**config.mk**
```make
export PLATFORM = sky130hd
export DESIGN_NAME = qed_dup_ctrl_flat
export DESIGN_NICKNAME = d
export VERILOG_FILES = /design/src/rtl/qed_dup_ctrl_if.sv /design/src/rtl/qed_dup_ctrl.sv /design/src/flat_wrapper.sv
export SDC_FILE = /design/constraint.sdc
export NUM_CORES = 1
export LEC_CHECK = 0
export BUFFER_PORTS_ARGS = -buffer_cell sky130_fd_sc_hd__buf_2
export CAP_MARGIN = 0
export CORE_UTILIZATION = 46
export CTS_CLUSTER_SIZE = 40
export DETAILED_ROUTE_END_ITERATION = 6
export PLACE_DENSITY = 0.82
export SYNTH_ARGS = -nofsm -noshare
export SYNTH_HDL_FRONTEND = slang
export SYNTH_SLANG_ARGS = --single-unit
```
**constraint.sdc**
```tcl
create_clock -name clk -period 6.38 [get_ports clk]
set_input_delay 0.957 -clock clk [delete_from_list [all_inputs] [get_ports clk]]
set_output_delay 0.957 -clock clk [all_outputs]
set_load 0.1 [all_outputs]
```
**src/rtl/qed_dup_ctrl_if.sv**
```systemverilog
// Handshake bundle between fetch, the QED queue and the dup controller.
// master drives fetch/queue status, slave is the controller.
interface qed_dup_ctrl_if #(
    parameter int CNT_W = 6
);
    logic             ena;
    logic             force_dup;
    logic             IF_stall;
    logic [31:0]      ifu_qed_instr;
    logic             qic_vld;
    logic             exec_dup;
    logic [CNT_W-1:0] occ_cnt;
    logic             qed_sync;
    logic             proto_err;

    modport master (
        output ena, force_dup, IF_stall, ifu_qed_instr, qic_vld,
        input  exec_dup, occ_cnt, qed_sync, proto_err
    );

    modport slave (
        input  ena, force_dup, IF_stall, ifu_qed_instr, qic_vld,
        output exec_dup, occ_cnt, qed_sync, proto_err
    );
endinterface

```
**src/rtl/qed_dup_ctrl.sv**
```systemverilog
// QED original/duplicate mode controller: mirrors queue occupancy,
// switches to replay, pulses sync and flags queue protocol errors.
module qed_dup_ctrl #(
    parameter int DEPTH     = 64,
    parameter int THRESHOLD = 16,
    parameter int CNT_W     = 6
) (
    input logic          clk,
    input logic          rst,
    qed_dup_ctrl_if.slave qif
);

    typedef enum logic [1:0] {
        IDLE = 2'd0,
        ORIG = 2'd1,
        DUP  = 2'd2
    } state_t;

    localparam logic [CNT_W:0] FULL_C = (CNT_W+1)'(DEPTH - 1);
    localparam logic [CNT_W:0] THR_C  = (CNT_W+1)'(THRESHOLD);

    state_t           state;
    state_t           state_nxt;
    logic [CNT_W-1:0] occ;
    logic [CNT_W-1:0] occ_nxt;
    logic [CNT_W:0]   cnt_ins;
    logic             sync_q;
    logic             err_q;
    logic             nop;
    logic             full;
    logic             empty;
    logic             ins;
    logic             del;
    logic             to_dup;
    logic             last;
    logic             err_now;
    logic             unused_instr;

    assign unused_instr = ^qif.ifu_qed_instr[31:7];

    always_comb begin
        nop     = qif.ifu_qed_instr[6:0] == 7'h7F;
        full    = {1'b0, occ} == FULL_C;
        empty   = occ == '0;
        ins     = (state == ORIG) & ~qif.IF_stall & ~nop & ~full;
        del     = (state == DUP) & ~qif.IF_stall & ~empty;
        cnt_ins = {1'b0, occ} + {{CNT_W{1'b0}}, ins};
        to_dup  = (cnt_ins == THR_C) | (cnt_ins == FULL_C) |
                  ((qif.force_dup | ~qif.ena) & (cnt_ins != '0));
        last    = del & (occ == CNT_W'(1));
        occ_nxt = occ;
        err_now = qif.qic_vld;
        unique case (state)
            ORIG: begin
                occ_nxt = cnt_ins[CNT_W-1:0];
                err_now = qif.qic_vld != ins;
            end
            DUP: begin
                occ_nxt = occ - {{(CNT_W-1){1'b0}}, del};
                err_now = qif.qic_vld != del;
            end
            default: ;
        endcase
    end

    always_ff @(posedge clk) begin
        if (rst) state <= IDLE;
        else     state <= state_nxt;
    end

    // A started replay always runs to empty; ena/force_dup only matter in ORIG.
    always_comb begin
        state_nxt = state;
        unique case (state)
            IDLE: if (qif.ena) state_nxt = ORIG;
            ORIG: begin
                if (to_dup)        state_nxt = DUP;
                else if (~qif.ena) state_nxt = IDLE;
            end
            DUP: if (last) state_nxt = qif.ena ? ORIG : IDLE;
            default: state_nxt = IDLE;
        endcase
    end

    always_ff @(posedge clk) begin
        if (rst) begin
            occ    <= '0;
            sync_q <= 1'b0;
            err_q  <= 1'b0;
        end else begin
            occ    <= occ_nxt;
            sync_q <= last;
            if (err_now) err_q <= 1'b1;
        end
    end

    always_comb begin
        qif.exec_dup  = state == DUP;
        qif.occ_cnt   = occ;
        qif.qed_sync  = sync_q;
        qif.proto_err = err_q;
    end

endmodule
```
**src/flat_wrapper.sv**
```systemverilog
// flat-port wrapper written by rule: the top's interface ports become plain ports
module qed_dup_ctrl_flat 
#(
    parameter int DEPTH     = 64,
    parameter int THRESHOLD = 16,
    parameter int CNT_W     = 6
)
  (clk, rst, qif_ena, qif_force_dup, qif_IF_stall, qif_ifu_qed_instr, qif_qic_vld, qif_exec_dup, qif_occ_cnt, qif_qed_sync, qif_proto_err);
  qed_dup_ctrl_if #(.CNT_W(CNT_W)) qif_i ();
  input logic clk;
  input logic rst;
  input wire logic [$bits(qif_i.ena)-1:0] qif_ena;
  input wire logic [$bits(qif_i.force_dup)-1:0] qif_force_dup;
  input wire logic [$bits(qif_i.IF_stall)-1:0] qif_IF_stall;
  input wire logic [$bits(qif_i.ifu_qed_instr)-1:0] qif_ifu_qed_instr;
  input wire logic [$bits(qif_i.qic_vld)-1:0] qif_qic_vld;
  output wire logic [$bits(qif_i.exec_dup)-1:0] qif_exec_dup;
  output wire logic [$bits(qif_i.occ_cnt)-1:0] qif_occ_cnt;
  output wire logic [$bits(qif_i.qed_sync)-1:0] qif_qed_sync;
  output wire logic [$bits(qif_i.proto_err)-1:0] qif_proto_err;
  assign qif_i.ena = qif_ena;
  assign qif_i.force_dup = qif_force_dup;
  assign qif_i.IF_stall = qif_IF_stall;
  assign qif_i.ifu_qed_instr = qif_ifu_qed_instr;
  assign qif_i.qic_vld = qif_qic_vld;
  assign qif_exec_dup = qif_i.exec_dup;
  assign qif_occ_cnt = qif_i.occ_cnt;
  assign qif_qed_sync = qif_i.qed_sync;
  assign qif_proto_err = qif_i.proto_err;
  qed_dup_ctrl #(.DEPTH(DEPTH), .THRESHOLD(THRESHOLD), .CNT_W(CNT_W)) u_core (.clk(clk), .rst(rst), .qif(qif_i));
endmodule
```
# ---- After elaboration in Yosys (flattened, before gate mapping)
# Index checks and enable logic that the tools add are counted.
dict set report word_totals {
  register_bits 10
  input_bits 38
}
dict set report op_classes {
  add_sub_neg 2
  eq_ne 12
  muxes 8
  bitwise_logic 15
  n_reduce_logical 5
}
# op n
set op_table {}
lappend op_table {{$pmux 6 s2} 1}
lappend op_table {{$mux 2} 4}
lappend op_table {{$add 6x1->7} 1}
lappend op_table {{$and 1x1->1} 7}
lappend op_table {{$eq 7x5->1 const B} 1}
lappend op_table {{$eq 7x6->1 const B} 1}
lappend op_table {{$eq 7x7->1 const B} 1}
lappend op_table {{$reduce_bool 7->1} 1}
lappend op_table {{$eq 6x1->1 const B} 1}
lappend op_table {{$eq 6x6->1 const B} 1}
lappend op_table {{$logic_not 6->1} 1}
lappend op_table {{$pmux 2 s3} 1}
lappend op_table {{$sub 6x1->6} 1}
lappend op_table {{$not 1->1} 5}
lappend op_table {{$ne 3x2->1 const B} 1}
lappend op_table {{$or 1x1->1} 3}
lappend op_table {{$reduce_and 3->1} 1}
lappend op_table {{$eq 2x1->1 const B} 1}
lappend op_table {{$eq 2x2->1 const B} 1}
lappend op_table {{$logic_not 2->1} 1}
lappend op_table {{$ne 1x1->1} 2}
lappend op_table {{$ne 2x1->1 const B} 1}
lappend op_table {{$ne 2x2->1 const B} 1}
lappend op_table {{$pmux 1 s2} 1}
lappend op_table {{other kinds (2)} 2}

# ---- Depth between registers and ports, before layout
dict set report logic_depth {
  ltp_word 10
  depth_mapped 12
  mapped_depth_nobuf 12
}

# ---- Least setup slack after synthesis
# No wires, ideal clock.
dict set report synth_path {
  path_kind {reg-to-reg}
  from {reg u_core.occ[3] (netlist: u_core.qif.occ_cnt[3])}
  to {reg u_core.state[0]}
  setup_time_ps 123
  t_arrival_ps 3645
  slack_ps 2612
  path_stages_with_launch 13
  n_path_buf 1
  synth_period_minus_slack_ps 3768
  path_cell_list {dfxtp_1 clkbuf_8 nand2_1 nor3_1 nor3_1 ha_1 ha_1 xor2_1 or3_1 or4_4 o22a_1 o31ai_2 mux2_1}
}
dict set report synth_between {
  elab_chain_cells 9
  word_cells_on_any_way 20
  classes_between {1 x add/sub; 6 x eq/ne; 2 x mux; 8 x bitwise; 3 x reduce/logical}
}
# item line
set synth_lines {}
lappend synth_lines {{start: declaration} qed_dup_ctrl.sv:24} ;# logic [CNT_W-1:0] occ;
lappend synth_lines {{start signal: assignment} qed_dup_ctrl.sv:91} ;# occ <= occ_nxt;
lappend synth_lines {{$eq 6x6->1} qed_dup_ctrl.sv:43} ;# full = {1'b0, occ} == FULL_C;
lappend synth_lines {{$not 1->1} qed_dup_ctrl.sv:45} ;# ins = (state == ORIG) & ~qif.IF_stall & ~nop & ~full;
lappend synth_lines {{$and 1x1->1} qed_dup_ctrl.sv:45}
lappend synth_lines {{$add 6x1->7} qed_dup_ctrl.sv:47} ;# cnt_ins = {1'b0, occ} + {{CNT_W{1'b0}}, ins};
lappend synth_lines {{$eq 7x5->1, or another cell as far along} qed_dup_ctrl.sv:48} ;# to_dup = (cnt_ins == THR_C) | (cnt_ins == FULL_C) |
lappend synth_lines {{$or 1x1->1 / $and 1x1->1 (equally long branches)} {qed_dup_ctrl.sv:48, qed_dup_ctrl.sv:49}}
lappend synth_lines {{$or 1x1->1} qed_dup_ctrl.sv:48}
lappend synth_lines {{$ne 3x2->1 (no source line) / $mux 2 (equally long branches)} --}
lappend synth_lines {{$reduce_and 3->1 (no source line) / $pmux 2 s3 (equally long branches)} --}
lappend synth_lines {{end signal: assignment} qed_dup_ctrl.sv:68} ;# else state <= state_nxt;
lappend synth_lines {{end: declaration} qed_dup_ctrl.sv:22} ;# state_t state;
# Parallel ways exist; a longest one is shown, timed or not.
# A chain may end at the register's enable or synchronous reset.

# ---- Final worst setup path
dict set report layout_path {
  from {in qif_ifu_qed_instr[6]}
  to {reg u_core.state[0]}
}
dict set report layout_between {
  elab_chain_cells 10
  word_cells_on_any_way 15
  classes_between {1 x add/sub; 4 x eq/ne; 2 x mux; 6 x bitwise; 2 x reduce/logical}
}
# item line
set layout_lines {}
lappend layout_lines {{start: declaration} flat_wrapper.sv:15} ;# input wire logic [$bits(qif_i.ifu_qed_instr)-1:0] qif_ifu_qed_instr;
lappend layout_lines {{$eq 7x7->1 (*)} qed_dup_ctrl.sv:42} ;# nop = qif.ifu_qed_instr[6:0] == 7'h7F;
lappend layout_lines {{$not 1->1 (*)} qed_dup_ctrl.sv:45}
lappend layout_lines {{$and 1x1->1 (*) (2 in a row)} qed_dup_ctrl.sv:45}
lappend layout_lines {{$add 6x1->7 (*)} qed_dup_ctrl.sv:47}
lappend layout_lines {{$eq 7x5->1, or another cell as far along} qed_dup_ctrl.sv:48}
lappend layout_lines {{$or 1x1->1 / $and 1x1->1 (equally long branches)} {qed_dup_ctrl.sv:48, qed_dup_ctrl.sv:49}}
lappend layout_lines {{$or 1x1->1 (*)} qed_dup_ctrl.sv:48}
lappend layout_lines {{$ne 3x2->1 (no source line) / $mux 2 (equally long branches)} --}
lappend layout_lines {{$reduce_and 3->1 (no source line) / $pmux 2 s3 (equally long branches)} --}
# Every way passes the cells marked *; elsewhere a longest branch is shown, timed or not.

==> results.md <==
- P per Cell Area: 361.1 nW/µm²
- Antenna-violating nets left: 0
- Slew HR: 0.6359
- WP data arrival: between 3000 and 4000 ps
- Die width: 45.57 µm
- Worst R2R Path Depth: 11
- Crit path to: u_core.state[0]$_SDFFE_PP0P_
- Synth top area share: 0.2292
- Largest net degree at the start of global routing: 18
- Worst vdd ir: 0.2150 mV
- First-pass GRT wire length: just under 3000 µm
- Via Count: approximately 860
- Multiplexer share of the synthesized area: 0.03582
- 1st-iter DRT viols: 29
- Post-Layout Inst Area: 996.0 µm²
- Synth Area in XOR/XNOR: 0.07020
- Critical path origin: qif_ifu_qed_instr[6]
- Total power: 0.3596 mW
- Critical path required time: 6540 ps
- Cell area after placement: 959.7 µm²
- Placed Cells incl. Taps: 154
- Count leader, synth: nor2_1
- CP max FO: 3
- Worst Skew: between 6 and 7 ps
- Leak pwr: 0.4343 nW
- Post-CTS resize count: 0
- Fin. Hold Viols: 0
- Die height: 45.57 µm
- CTS Buf Count: 3
- GR Overflow Total: 0
- M2 GR Usage: 0.3086
- #FFs+latches synth: 10
- Gr usage total: 0.1951
- Worst Slack Setup Final: 2952 ps
- Port buffer count: 21
- Cells after Synth: about 110
- Most common flop cell mapped by yosys: dfxtp_1
- Layout cells sized above 1: 0.2105
- FF-to-FF Start: u_core.qif.occ_cnt[3]$_SDFFE_PP0N_
- Synth top cells by count: 13 x nor2_1, 10 x dfxtp_1, 10 x nor3_1
- CTS H-Tree Depth: 1
- Synth Area in Simple Gates: 0.2622
- Site Rows: 15
- CTS tree: yes
- Root Buffer: clkbuf_4
- Max-Cap Viols: 0
- Area grow syn2layout: 14.04%
- GR Util met1: 0.2608
- DRC Markers: 0
- Fmax: ~290 MHz
- Synth area leader: dfxtp_1
- Adder-cell share of the synthesized area: 0.1146
- Pre-antenna DRT Iters: 5
- Slew of the pin with the lowest slew margin: 546.2 ps
- Sink Count: 10
- Clock Latency Late Sink: 270 ps
- FF-to-FF End: u_core.state[0]$_SDFFE_PP0P_
- Syn Nets: between 150 and 200
- Hold slack: around 470 ps
- FF-to-FF setup slack: 3030 ps
- Hold Path Origin: u_core.qif.proto_err$_SDFFE_PP0P_
- RSZ-0062 raised after global routing: no
- Final TNS setup: 0 ps
- DP HPWL: 1472 µm
- Max Slew Vio Count: 0
- Top Usage Layer GRT: met2
- Post-synth EDFFs: 0
- Setup bufs post-CTS: 0
- Core Region: 1745 µm²
- Post-Place Worst Slack: 2677 ps
- Starting density of the core: 0.5004
- Synth top area cells: dfxtp_1 23%, ha_1 11%, nor3_1 5.7%
- Share of flip-flops with an asynchronous set or reset: 0
- Die area: 2077 µm²
- Sequential fraction of the synthesis area: 0.2292
- IO Pins: 47
- # diodes: 0
- Status: finished clean
- Main combinational cell family by area after synthesis: simple AND/OR/NAND/NOR gates
- Crit Path Class: primary input to flop
- Final Non-Filler Cells: ~160
- Clock period minus worst slack: 3428 ps
- CTS clk-pin slew, worst paths: 70 ps
- Initial antenna violation count: 0
- Yosys warns: 0
- Crit share post-route: 0.5373
- CTS max path bufs: 2
- Syn Area/Cell: 7.661 µm²
- Final Core Density: 0.5706
- Met3 GRT Util: 0.02381
- Worst hold path type: flop to flop
- Final Net Count: 180
- Routed WL: 1902 µm
- Startpoint types: primary input
- Synth cell types: 34
- Complex-gate fraction of the synthesized area: 0.1877
- Setup violators final: 0
- Critical Path End Type: flop
- Synthesized cell area: roughly 870 µm²
- Hold buffers post-CTS: 0
- Drt wl/cell: 12.04 µm
- RePlAce Congestion: between 0.9 and 1
- Via density: 5.437
- Vias in the first global route: 690
## report_power, final
part	switching, mW	total, mW	internal (mW)
logic	0.137	0.206	0.0689
registers	0.0209	0.0958	0.0750
clock network	0.0231	0.0578	0.0347
total	0.181	0.360	0.179
## metal layers
layer  routed length, µm  share of wire
met5                   0              0
met4                  26          0.014
met3                 101          0.053
met2                 870           0.46
met1                 903           0.47
## cell families (layout without fill, tap and decap cells)
logic type / after synthesis / after routing
and+or+nand+nor: 46 / 46
AOI/OAI and AO/OA: 24 / 24
buffers and inverters: 16 / 35
DFF: 10 / 10
adders and majority gates: 8 / 8
xor gates and xnor gates: 7 / 7
muxes: 3 / 3
## layout make-up
type	count	area (µm²)
fillers	179	749.5
repair buffers	21	105.1
well taps	25	31.28
multi-input cells	88	585.6
inverters	10	37.54
clock buffers	4	36.28
flip-flops and latches	10	200.2
## flip-flops by register name, indices dropped and copies added (netlist names)
register and flops:
u_core.qif.qed_sync 1, u_core.qif.proto_err 1, u_core.qif.occ_cnt 6, u_core.state 2
## worst max-delay path, cell delays in order
cell and delay [ps]:
buf_2 70, nand4_1 80, nor2_1 170, nor3_1 80, ha_1 220, ha_1 230
xor2_1 160, or3_1 340, or4_4 430, o22a_1 220, o31ai_2 290, mux2_1 350
## worst min-delay path by stage
stage / endpoint / slack, ps / depth (start not counted)
2_1_floorplan: u_core.state[1]$_SDFFE_PP0P_ / 500 / 1
3_3_place_gp: u_core.qif.proto_err$_SDFFE_PP0P_ / 440 / 1
3_5_place_dp: u_core.qif.proto_err$_SDFFE_PP0P_ / 460 / 1
4_1_cts: u_core.qif.proto_err$_SDFFE_PP0P_ / 470 / 1
5_1_grt: u_core.qif.proto_err$_SDFFE_PP0P_ / 500 / 1
6_report: u_core.qif.proto_err$_SDFFE_PP0P_ / 470 / 1
## layout by cell type (no fill, tap or decap), drive strengths merged, types with 3 or more instances in the layout
cell type | netlist | final
a21oi | 5 | 5
buf | 1 | 21
clkbuf | 5 | 4
dfxtp | 10 | 10
ha | 8 | 8
inv | 9 | 9
nand2 | 8 | 8
nand3 | 5 | 5
nor2 | 13 | 13
nor3 | 10 | 10
o21ai | 7 | 7
xnor2 | 4 | 4
xor2 | 3 | 3
Power figures use the tool's default switching activity.
